<file path="src/rtl/vram_pkg.sv">
// ============================================================================
// Package : vram_pkg
// Brief   : Shared VRAM types, tags and default bus widths.
// Rev     : 1.0  initial release
// ============================================================================
`default_nettype none

package vram_pkg;

  localparam int VRAM_ADDR_W = 17;
  localparam int VRAM_DATA_W = 8;

  typedef enum logic [1:0] {
    S_IDLE = 2'd0,
    S_RD   = 2'd1,
    S_WR   = 2'd2,
    S_TURN = 2'd3
  } state_t;

  localparam logic TAG_HOST = 1'b0;
  localparam logic TAG_DISP = 1'b1;

endpackage

`default_nettype wire

</file>
<file path="src/rtl/vram_arbiter_if.sv">
// ============================================================================
// Interface : vram_arbiter_if
// Brief     : Display, host and SRAM signals around the VRAM arbiter.
// Rev       : 1.0  initial release
// ============================================================================
`default_nettype none

interface vram_arbiter_if
  import vram_pkg::*;
#(
  parameter int ADDR_W = VRAM_ADDR_W,
  parameter int DATA_W = VRAM_DATA_W
) ();

  logic              active_video;
  logic              disp_req;
  logic [ADDR_W-1:0] disp_addr;
  logic              disp_ack;
  logic [DATA_W-1:0] disp_rdata;
  logic              disp_rvalid;
  logic              host_req;
  logic              host_we;
  logic [ADDR_W-1:0] host_addr;
  logic [DATA_W-1:0] host_wdata;
  logic              host_ack;
  logic [DATA_W-1:0] host_rdata;
  logic              host_rvalid;
  logic              mem_ce;
  logic              mem_we;
  logic [ADDR_W-1:0] mem_addr;
  logic [DATA_W-1:0] mem_wdata;
  logic [DATA_W-1:0] mem_rdata;

  modport slave (
    input  active_video, disp_req, disp_addr,
    input  host_req, host_we, host_addr, host_wdata, mem_rdata,
    output disp_ack, disp_rdata, disp_rvalid,
    output host_ack, host_rdata, host_rvalid,
    output mem_ce, mem_we, mem_addr, mem_wdata
  );

  modport master (
    output active_video, disp_req, disp_addr,
    output host_req, host_we, host_addr, host_wdata, mem_rdata,
    input  disp_ack, disp_rdata, disp_rvalid,
    input  host_ack, host_rdata, host_rvalid,
    input  mem_ce, mem_we, mem_addr, mem_wdata
  );

endinterface

`default_nettype wire

</file>
<file path="src/rtl/vram_rd_tag_pipe.sv">
// ============================================================================
// Module : vram_rd_tag_pipe
// Brief  : MEM_LAT-deep {valid, is_disp} delay line that routes read returns.
// Rev    : 1.0  initial release
// ============================================================================
`default_nettype none

module vram_rd_tag_pipe
  import vram_pkg::*;
#(
  parameter int MEM_LAT = 2
) (
  input  wire logic clk,
  input  wire logic clr,
  input  wire logic in_valid,
  input  wire logic in_disp,
  output logic      disp_rvalid,
  output logic      host_rvalid
);

  logic [MEM_LAT-1:0] vld;
  logic [MEM_LAT-1:0] dsp;

  always_ff @(posedge clk) begin
    if (clr) begin
      vld <= '0;
      dsp <= '0;
    end else begin
      vld <= MEM_LAT'({vld, in_valid});
      dsp <= MEM_LAT'({dsp, in_valid && (in_disp == TAG_DISP)});
    end
  end

  assign disp_rvalid = vld[MEM_LAT-1] &&  dsp[MEM_LAT-1];
  assign host_rvalid = vld[MEM_LAT-1] && !dsp[MEM_LAT-1];

endmodule

`default_nettype wire

</file>
<file path="src/rtl/vram_arbiter.sv">
// ============================================================================
// Module : vram_arbiter
// Brief  : Single-port video SRAM arbiter, display priority in active video,
//          round-robin in blanking, write turnaround insertion.
// Rev    : 1.0  initial release
// ============================================================================
`default_nettype none

module vram_arbiter
  import vram_pkg::*;
#(
  parameter int ADDR_W   = VRAM_ADDR_W,
  parameter int DATA_W   = VRAM_DATA_W,
  parameter int MEM_LAT  = 2,
  parameter int TURN_CYC = 1
) (
  input wire logic      clk,
  input wire logic      nrst,
  vram_arbiter_if.slave bus
);

  localparam logic [1:0] TURN_LOAD = (TURN_CYC > 1) ? 2'(TURN_CYC - 2) : 2'd0;

  state_t            state, state_nxt;
  logic [1:0]        turn_cnt, turn_nxt;
  logic              rr_last;
  logic              can_grant, disp_ack, host_ack, xfer, xfer_wr;
  logic              mem_ce_q, mem_we_q, rd_issue_q, rd_disp_q;
  logic [ADDR_W-1:0] mem_addr_q;
  logic [DATA_W-1:0] mem_wdata_q;
  logic              disp_rvalid, host_rvalid;

  // The S_WR cycle itself grants nothing, so the bus idles exactly TURN_CYC cycles after a write.
  assign can_grant = !nrst && ((state == S_IDLE) || (state == S_RD) ||
                               ((state == S_WR) && (TURN_CYC == 0)));

  always_comb begin
    disp_ack = 1'b0;
    host_ack = 1'b0;
    if (can_grant) begin
      disp_ack = bus.disp_req && (bus.active_video || !bus.host_req || (rr_last == TAG_HOST));
      host_ack = bus.host_req && !disp_ack &&
                 (!bus.active_video || (!bus.host_we && !bus.disp_req));
    end
  end

  assign xfer    = disp_ack || host_ack;
  assign xfer_wr = host_ack && bus.host_we;

  always_comb begin
    state_nxt = state;
    turn_nxt  = turn_cnt;
    unique case (state)
      S_TURN: begin
        if (turn_cnt == 2'd0) state_nxt = S_IDLE;
        else                  turn_nxt  = turn_cnt - 2'd1;
      end
      S_WR: begin
        if (TURN_CYC > 1) begin
          state_nxt = S_TURN;
          turn_nxt  = TURN_LOAD;
        end else begin
          state_nxt = S_IDLE;
        end
      end
      default: state_nxt = S_IDLE;
    endcase
    if (xfer) state_nxt = xfer_wr ? S_WR : S_RD;
  end

  always_ff @(posedge clk) begin
    if (nrst) begin
      state       <= S_IDLE;
      turn_cnt    <= 2'd0;
      rr_last     <= TAG_HOST;
      mem_ce_q    <= 1'b0;
      mem_we_q    <= 1'b0;
      mem_addr_q  <= '0;
      mem_wdata_q <= '0;
      rd_issue_q  <= 1'b0;
      rd_disp_q   <= 1'b0;
    end else begin
      state       <= state_nxt;
      turn_cnt    <= turn_nxt;
      if (xfer) rr_last <= disp_ack ? TAG_DISP : TAG_HOST;
      mem_ce_q    <= xfer;
      mem_we_q    <= xfer_wr;
      mem_addr_q  <= disp_ack ? bus.disp_addr : (host_ack ? bus.host_addr : '0);
      mem_wdata_q <= xfer_wr ? bus.host_wdata : '0;
      rd_issue_q  <= xfer && !xfer_wr;
      rd_disp_q   <= disp_ack ? TAG_DISP : TAG_HOST;
    end
  end

  vram_rd_tag_pipe #(
    .MEM_LAT (MEM_LAT)
  ) u_tag_pipe (
    .clk         (clk),
    .clr         (nrst),
    .in_valid    (rd_issue_q),
    .in_disp     (rd_disp_q),
    .disp_rvalid (disp_rvalid),
    .host_rvalid (host_rvalid)
  );

  assign bus.disp_ack    = disp_ack;
  assign bus.host_ack    = host_ack;
  assign bus.mem_ce      = mem_ce_q;
  assign bus.mem_we      = mem_we_q;
  assign bus.mem_addr    = mem_addr_q;
  assign bus.mem_wdata   = mem_wdata_q;
  assign bus.disp_rvalid = disp_rvalid;
  assign bus.host_rvalid = host_rvalid;
  assign bus.disp_rdata  = disp_rvalid ? bus.mem_rdata : '0;
  assign bus.host_rdata  = host_rvalid ? bus.mem_rdata : '0;

endmodule

`default_nettype wire
</file>
<file path="src/flat_wrapper.sv">
// flat-port wrapper written by rule: the top's interface ports become plain ports
module vram_arbiter_flat import vram_pkg::*;
#(
  parameter int ADDR_W   = VRAM_ADDR_W,
  parameter int DATA_W   = VRAM_DATA_W,
  parameter int MEM_LAT  = 2,
  parameter int TURN_CYC = 1
)
  (clk, nrst, bus_active_video, bus_disp_req, bus_disp_addr, bus_host_req, bus_host_we, bus_host_addr, bus_host_wdata, bus_mem_rdata, bus_disp_ack, bus_disp_rdata, bus_disp_rvalid, bus_host_ack, bus_host_rdata, bus_host_rvalid, bus_mem_ce, bus_mem_we, bus_mem_addr, bus_mem_wdata);
  vram_arbiter_if #(.ADDR_W(ADDR_W), .DATA_W(DATA_W)) bus_i ();
  input wire logic clk;
  input wire logic nrst;
  input wire logic [$bits(bus_i.active_video)-1:0] bus_active_video;
  input wire logic [$bits(bus_i.disp_req)-1:0] bus_disp_req;
  input wire logic [$bits(bus_i.disp_addr)-1:0] bus_disp_addr;
  input wire logic [$bits(bus_i.host_req)-1:0] bus_host_req;
  input wire logic [$bits(bus_i.host_we)-1:0] bus_host_we;
  input wire logic [$bits(bus_i.host_addr)-1:0] bus_host_addr;
  input wire logic [$bits(bus_i.host_wdata)-1:0] bus_host_wdata;
  input wire logic [$bits(bus_i.mem_rdata)-1:0] bus_mem_rdata;
  output wire logic [$bits(bus_i.disp_ack)-1:0] bus_disp_ack;
  output wire logic [$bits(bus_i.disp_rdata)-1:0] bus_disp_rdata;
  output wire logic [$bits(bus_i.disp_rvalid)-1:0] bus_disp_rvalid;
  output wire logic [$bits(bus_i.host_ack)-1:0] bus_host_ack;
  output wire logic [$bits(bus_i.host_rdata)-1:0] bus_host_rdata;
  output wire logic [$bits(bus_i.host_rvalid)-1:0] bus_host_rvalid;
  output wire logic [$bits(bus_i.mem_ce)-1:0] bus_mem_ce;
  output wire logic [$bits(bus_i.mem_we)-1:0] bus_mem_we;
  output wire logic [$bits(bus_i.mem_addr)-1:0] bus_mem_addr;
  output wire logic [$bits(bus_i.mem_wdata)-1:0] bus_mem_wdata;
  assign bus_i.active_video = bus_active_video;
  assign bus_i.disp_req = bus_disp_req;
  assign bus_i.disp_addr = bus_disp_addr;
  assign bus_i.host_req = bus_host_req;
  assign bus_i.host_we = bus_host_we;
  assign bus_i.host_addr = bus_host_addr;
  assign bus_i.host_wdata = bus_host_wdata;
  assign bus_i.mem_rdata = bus_mem_rdata;
  assign bus_disp_ack = bus_i.disp_ack;
  assign bus_disp_rdata = bus_i.disp_rdata;
  assign bus_disp_rvalid = bus_i.disp_rvalid;
  assign bus_host_ack = bus_i.host_ack;
  assign bus_host_rdata = bus_i.host_rdata;
  assign bus_host_rvalid = bus_i.host_rvalid;
  assign bus_mem_ce = bus_i.mem_ce;
  assign bus_mem_we = bus_i.mem_we;
  assign bus_mem_addr = bus_i.mem_addr;
  assign bus_mem_wdata = bus_i.mem_wdata;
  vram_arbiter #(.ADDR_W(ADDR_W), .DATA_W(DATA_W), .MEM_LAT(MEM_LAT), .TURN_CYC(TURN_CYC)) u_core (.clk(clk), .nrst(nrst), .bus(bus_i));
endmodule
</file>
<file path="config.mk">
export PLATFORM = sky130hd
export DESIGN_NAME = vram_arbiter_flat
export DESIGN_NICKNAME = d
export VERILOG_FILES = /design/src/rtl/vram_pkg.sv /design/src/rtl/vram_arbiter_if.sv /design/src/rtl/vram_rd_tag_pipe.sv /design/src/rtl/vram_arbiter.sv /design/src/flat_wrapper.sv
export SDC_FILE = /design/constraint.sdc
export NUM_CORES = 1
export LEC_CHECK = 0
export BUFFER_PORTS_ARGS = -buffer_cell sky130_fd_sc_hd__buf_2
export CORE_MARGIN = 1
export CORE_UTILIZATION = 30
export DETAILED_ROUTE_END_ITERATION = 8
export PLACE_DENSITY = 0.61
export SLEW_MARGIN = 30
export SYNTH_ARGS = -nofsm -noshare
export SYNTH_HDL_FRONTEND = slang
export SYNTH_SLANG_ARGS = --single-unit
</file>
<file path="constraint.sdc">
create_clock -name clk -period 3.25 [get_ports clk]
set_input_delay 0 -clock clk [delete_from_list [all_inputs] [get_ports clk]]
set_output_delay 0 -clock clk [all_outputs]
set_load 0.02 [all_outputs]
</file>
==> results.py, run 1 <==
metrics = {
    "status": {
        "status": "finished clean",
    },
    "grt": {
        "grt_util_all_layers_pct": 15.4,
        "grt_pass1_wl_um": 5140,
        "antenna_found_initial": 0,
        "grt_max_degree": 21,
        "overflow": 0,
        "grt_pass1_vias": 1254,
    },
    "setup_path": {
        "critPathArrivalTime_ps": 2400,
        "critPathLaunchType": "flop",
        "crit_required_ps": 3470,
        "critical_path_class": "reg -> reg",
        "critPathCaptureType": "flop",
        "path_max_fanout": 20,
    },
    "finish": {
        "final_nets": 321,
        "antenna_cells": 0,
        "multi_input_area_um2": 508,
        "drive_gt1_share_pct": 43.2,
        "seqCellArea_um2": 761,
        "post-route-util_pct": 57.2,
        "fillers": 361,
        "syn2layout_area_growth_pct": 77.4,
    },
    "drt": {
        "drt_iter0_drc": 25,
        "drt_first_pass_iters": 4,
        "postRouteAntennaNets": 0,
        "drc_errors": 0,
        "wl_per_cell_um": 11.8,
        "vias": 1425,
        "vias_per_cell": 4.54,
        "wl_um": 3720,
    },
    "floorplan": {
        "dieHeight_um": 68.7,
        "io_pins": 103,
        "die_area_mm2": 0.00472,
        "core_mm2": 0.00414,
        "initial_utilization_pct": 32.2,
        "std_cell_rows": 23,
        "die_w_um": 68.7,
    },
    "cts": {
        "numCtsBuffers": 5,
        "cts.sinks": 38,
        "cts_tree": "yes",
        "h-tree-depth": 2,
        "cts.clk_slew.worst_paths_ps": 70,
        "cts_root_buf": "clkbuf_8",
        "clk_latency_ps": 280,
        "clock_path_buffers": 2,
    },
    "logic_synthesis": {
        "ys_seq_area_share_pct": 57.0,
        "ys_seq_elements": 38,
        "ys.flop_type": "dfxtp_1",
        "yosys_warnings": 0,
        "yosysTopAreaCell": "dfxtp_1",
        "synth_fp_nets": 176,
        "synth.most_common_cell": "dfxtp_1",
        "ys_top_cells_by_count": "dfxtp_1, a22o_1, and3_1, and2_1, nor2b_1",
        "synth_cells": 119,
        "yosys.area.top_type_share_pct": 57.0,
        "synth_edf_count": 0,
        "ys_top_cells_by_area": "dfxtp_1, a22o_1, and3_1, and2_1, buf_6",
        "yosysUniqueCellTypes": 26,
        "async_flop_share_pct": 0,
        "syn_area_per_cell_um2": 11.2,
        "netlist_area_mm2": 0.00134,
    },
    "timing": {
        "finalMaxSlewViolations": 0,
        "tightest_slew_ps": 527,
        "setup_slack_ps": 1060,
        "setup_viol": 0,
        "max_freq_mhz": 458,
        "fin_tns_setup_ps": 0,
        "fin_crit_sh_pct": 67.2,
        "finalHoldViolCount": 0,
        "max_slew_margin_pct": 64.8,
        "clock_skew_ps": 3.70,
        "rsz0062_at_grt": "no",
        "fin_crit_ps": 2190,
    },
    "placement": {
        "place.gp.congestion": 0.691,
        "dp_hpwl_um": 2330,
        "io_buffers": 102,
        "dp_slack_ps": 1630,
    },
    "power": {
        "peakVddDrop_mv": 0.298,
        "power_uw": 950,
        "powerDensity_mw_per_mm2": 401,
        "cellLeakagePower_uw": 0.00129,
    },
    "flow_run": {
        "cap_violations": 0,
    },
    "worst_hold_path": {
        "min_path_type": "in -> reg",
    },
}
==> worst max-delay path, stage by stage, from the launching register on <==
cell,delay (ps)
dfxtp_1,330
or3b_4,420
a211oi_4,440
buf_8,230
a22o_1,150
dlygate4sd3_1,550
==> final timing paths <==
path	slack, ps	start	depth (start not counted)	end
worst max-delay path	1060	u_core.state[1]	5	u_core.bus.mem_addr[13]
worst min-delay path	20	nrst	2	u_core.turn_cnt[1]
worst max register to register	1060	u_core.state[1]	5	u_core.bus.mem_addr[13]
worst min register to register	430	u_core.rd_disp_q	1	u_core.u_tag_pipe.dsp[0]
==> cells by family after synthesis <==
kind of cell             Yosys count  share of synthesized area [%]
buffers and inverters             11                           4.97
AND/OR/NAND/NOR                   43                           20.1
flip-flops                        38                           57.0
adder cells (fa/ha/maj)            1                          0.937
AO/OA/AOI/OAI                     25                           16.3
XOR/XNOR                           1                          0.656
==> final cells by class <==
cell class	instances	area share, %
repair buffers	145	39.9
flip-flops and latches	38	32.1
multi-input cells	70	21.4
clock buffers	7	3.22
well taps	50	2.64
inverters	4	0.634
==> registers in the layout (all words and copies together), names as in the netlist <==
| name | count |
|---|---|
| u_core.bus.mem_addr | 17 |
| u_core.bus.mem_wdata | 8 |
| u_core.state | 2 |
| u_core.turn_cnt | 2 |
| u_core.u_tag_pipe.dsp | 2 |
| u_core.u_tag_pipe.vld | 2 |
| u_core.bus.mem_ce | 1 |
| u_core.bus.mem_we | 1 |
| u_core.rd_disp_q | 1 |
| u_core.rd_issue_q | 1 |
| u_core.rr_last | 1 |
==> what timing repair did <==
item	CTS	global route
hold buffers	42	0
endpoints found under the setup margin	0	0
hold endpoints to repair	25	0
buffers inserted	0	0
resized for setup	0	0
==> where the power goes <==
| part | switching (uW) | leakage, uW | total, uW | internal [uW] |
|---|---|---|---|---|
| combinational | 72.6 | 0.000945 | 164 | 91.2 |
| clock | 144 | 0.0000383 | 292 | 148 |
| sequential | 6.92 | 0.000311 | 494 | 487 |
==> placed cells by master (no fill, tap or decap), drive strengths merged <==
| cell | Yosys | layout |
|---|---|---|
| buf | 5 | 103 |
| dlygate4sd3 | 0 | 42 |
| dfxtp | 38 | 38 |
| a22o | 17 | 17 |
| and3 | 16 | 16 |
| and2 | 11 | 11 |
| clkbuf | 2 | 7 |
| nor2b | 4 | 4 |
| inv | 4 | 4 |
| nand3b | 3 | 3 |
| nor2 | 2 | 2 |
| nand2b | 2 | 2 |
| a21oi | 2 | 2 |
| or2 | 2 | 2 |
| nand3 | 1 | 1 |
| o21a | 1 | 1 |
| or3b | 1 | 1 |
| a211oi | 1 | 1 |
| xnor2 | 1 | 1 |
| a211o | 1 | 1 |
| o211ai | 1 | 1 |
| o21ai | 1 | 1 |
| nand2 | 1 | 1 |
| o2bb2ai | 1 | 1 |
| ha | 1 | 1 |
==> metal layers <==
metal / vias up / routed length (um) / global-route usage [%]
li1: 704 / - / -
met1: 634 / 1360 / 13.5
met2: 80 / 1940 / 30.1
met3: 7 / 365 / 6.41
met4: 0 / 49 / 6.89
met5: - / 0 / 0
==> through the flow <==
step	cell area, um^2	hold slack, ps	std cells
finish	2370	18.1	314
global placement	1860	210	264
global route	2370	23.5	314
CTS	2370	16.4	314
floorplan	1340	125	119
detailed placement	1870	213	265
(Power assumes the default switching activity.)
==> run 2: changes to the inputs <==
==> constraint.sdc (replaced) <==
create_clock -name clk -period 2.2 [get_ports clk]
set_input_delay 0 -clock clk [delete_from_list [all_inputs] [get_ports clk]]
set_output_delay 0 -clock clk [all_outputs]
set_load 0.02 [all_outputs]
==> run 2 against run 1 <==
  * Combinational power up 48%
  * First-iteration DRC count is 20% higher
  * Critical path depth is the same
  * Largest power group unchanged
  * Critical path type unchanged
  * Flip-flop and latch count unchanged
  * Sequential share of layout area down 0.20 points
  * Highest routed layer unchanged
==> results.py, run 2 (synthesis gave the netlist of run 1 again) <==
metrics = {
    "setup_path": {
        "crit_required_ps": 2420,
        "critPathLaunchType": "flop",
        "slowest_stage": "dlygate4sd3_1",
        "cpPeakStageDelay_ps": 550,
        "path_max_fanout": 19,
        "critical_path_class": "reg -> reg",
        "critPathArrivalTime_ps": 2160,
        "path_cells": "or3b_4 -> a211oi_4 -> buf_4 -> a22o_1 -> dlygate4sd3_1",
        "critPathCaptureType": "flop",
    },
    "drt": {
        "wl_um": 3760,
        "vias_per_cell": 4.46,
        "drt_iter0_drc": 30,
        "wl_per_cell_um": 11.9,
        "drt_first_pass_iters": 4,
        "postRouteAntennaNets": 0,
        "vias": 1408,
        "drc_errors": 0,
    },
    "placement": {
        "post_dp_cell_area_mm2": 0.00187,
        "io_buffers": 102,
        "dp_hpwl_um": 2360,
        "place.gp.congestion": 0.752,
    },
    "timing": {
        "tightest_slew_ps": 388,
        "max_slew_margin_pct": 74.1,
        "fin_tns_setup_ps": 0,
        "finalHoldViolCount": 0,
        "setup_viol": 0,
        "finalMaxSlewViolations": 0,
        "rsz0062_at_grt": "no",
        "fin_crit_sh_pct": 88.0,
        "fin_crit_ps": 1940,
        "max_freq_mhz": 516,
        "clock_skew_ps": 5.68,
    },
    "finish": {
        "largest_reg_flops": 17,
        "final_common_cell": "buf_2",
        "antenna_cells": 0,
        "drive_gt1_share_pct": 44.0,
        "final_nets": 322,
        "syn2layout_area_growth_pct": 78.5,
        "final_cell_mix": "buf_2, dlygate4sd3_1, dfxtp_1",
        "final_cell_area_mm2": 0.00238,
        "fillers": 364,
    },
    "power": {
        "power.internal_uw": 1110,
        "peakVddDrop_mv": 0.489,
        "p_comb_share_pct": 16.7,
        "pwr-share-clk_pct": 32.8,
        "powerDensity_mw_per_mm2": 607,
        "p_sw_share_pct": 23.5,
        "cellLeakagePower_uw": 0.00131,
        "power_switching_uw": 339,
        "seq_power_share_pct": 50.4,
    },
    "status": {
        "status": "finished clean",
    },
    "grt": {
        "antenna_found_initial": 0,
        "grt_pass1_vias": 1250,
        "grt_util_all_layers_pct": 15.6,
        "overflow": 0,
        "grt_pass1_wl_um": 5200,
        "grt_max_degree": 20,
    },
    "floorplan": {
        "core_mm2": 0.00414,
        "die_w_um": 68.7,
        "std_cell_rows": 23,
        "initial_utilization_pct": 32.2,
        "die_area_mm2": 0.00472,
        "dieHeight_um": 68.7,
        "io_pins": 103,
    },
    "cts": {
        "cts.clk_slew.worst_paths_ps": 70,
        "cts_tree": "yes",
        "clock_path_buffers": 2,
        "cts.sinks": 38,
        "cts_root_buf": "clkbuf_8",
        "clk_latency_ps": 280,
        "h-tree-depth": 2,
        "cts_setup_buffers": 0,
        "numCtsBuffers": 5,
    },
    "worst_hold_path": {
        "min_path_type": "in -> reg",
    },
    "flow_run": {
        "cap_violations": 0,
    },
}
-- run 2: cell type report --
| class | instances | area (um^2) | area share (%) |
|---|---|---|---|
| clock buffers | 7 | 86.3 | 3.62 |
| clock inverters | 1 | 5.00 | 0.210 |
| inverters | 4 | 15.0 | 0.630 |
| multi-input cells | 70 | 508 | 21.3 |
| flip-flops and latches | 38 | 761 | 31.9 |
| well taps | 50 | 62.6 | 2.62 |
| repair buffers | 146 | 946 | 39.7 |
-- run 2: worst max-delay path, delay by kind of cell (launching register included) --
family | cells | cell delay [ps]
AO/OA/AOI/OAI | 2 | 340
buffers and inverters | 2 | 800
flip-flops | 1 | 330
AND/OR/NAND/NOR | 1 | 420
-- run 2: per-stage QoR --
step / util (%) / setup WS (ps) / hold slack [ps] / total power [uW] / cells
floorplan: - / 865 / 125 / 838 / 119
CTS: 57.5 / 299 / 15.8 / 1460 / 316
global route: 57.5 / 197 / 33.4 / 1530 / 316
global placement: 45.2 / 828 / 209 / 923 / 266
detailed placement: 45.2 / 810 / 212 / 922 / 266
finish: 57.5 / 264 / 22.3 / 1450 / 316
-- run 2: power by group through the flow --
stage          Combinational [uW]  Sequential [uW]  Clock [uW]
2_1_floorplan                62.6              775           0
3_3_place_gp                  179              744           0
3_5_place_dp                  178              744           0
4_1_cts                       239              729         491
5_1_grt                       262              732         531
6_report                      242              729         475
-- run 2: what timing repair did --
item                      4_1_cts  5_1_grt
resized for setup               0        0
hold buffers                   42        0
hold endpoints to repair       25        0
-- run 2: per-layer routing --
| metal | vias up | global-route usage, % | part of all wire, % |
|---|---|---|---|
| met1 | 608 | 14.4 | 37 |
| met4 | 0 | 6.89 | 1.7 |
| met3 | 8 | 7.73 | 11 |
| met5 | - | 0 | 0 |
| li1 | 707 | - | - |
| met2 | 85 | 28.7 | 51 |
-- run 2: final timing paths --
kind | start | endpoint | slack (ps) | cells past startpoint
worst max-delay path | u_core.state[1] | u_core.bus.mem_addr[13] | 260 | 5
worst min-delay path | nrst | u_core.turn_cnt[0] | 20 | 2
worst max register to register | u_core.state[1] | u_core.bus.mem_addr[13] | 260 | 5
worst min register to register | u_core.rd_disp_q | u_core.u_tag_pipe.dsp[0] | 430 | 1
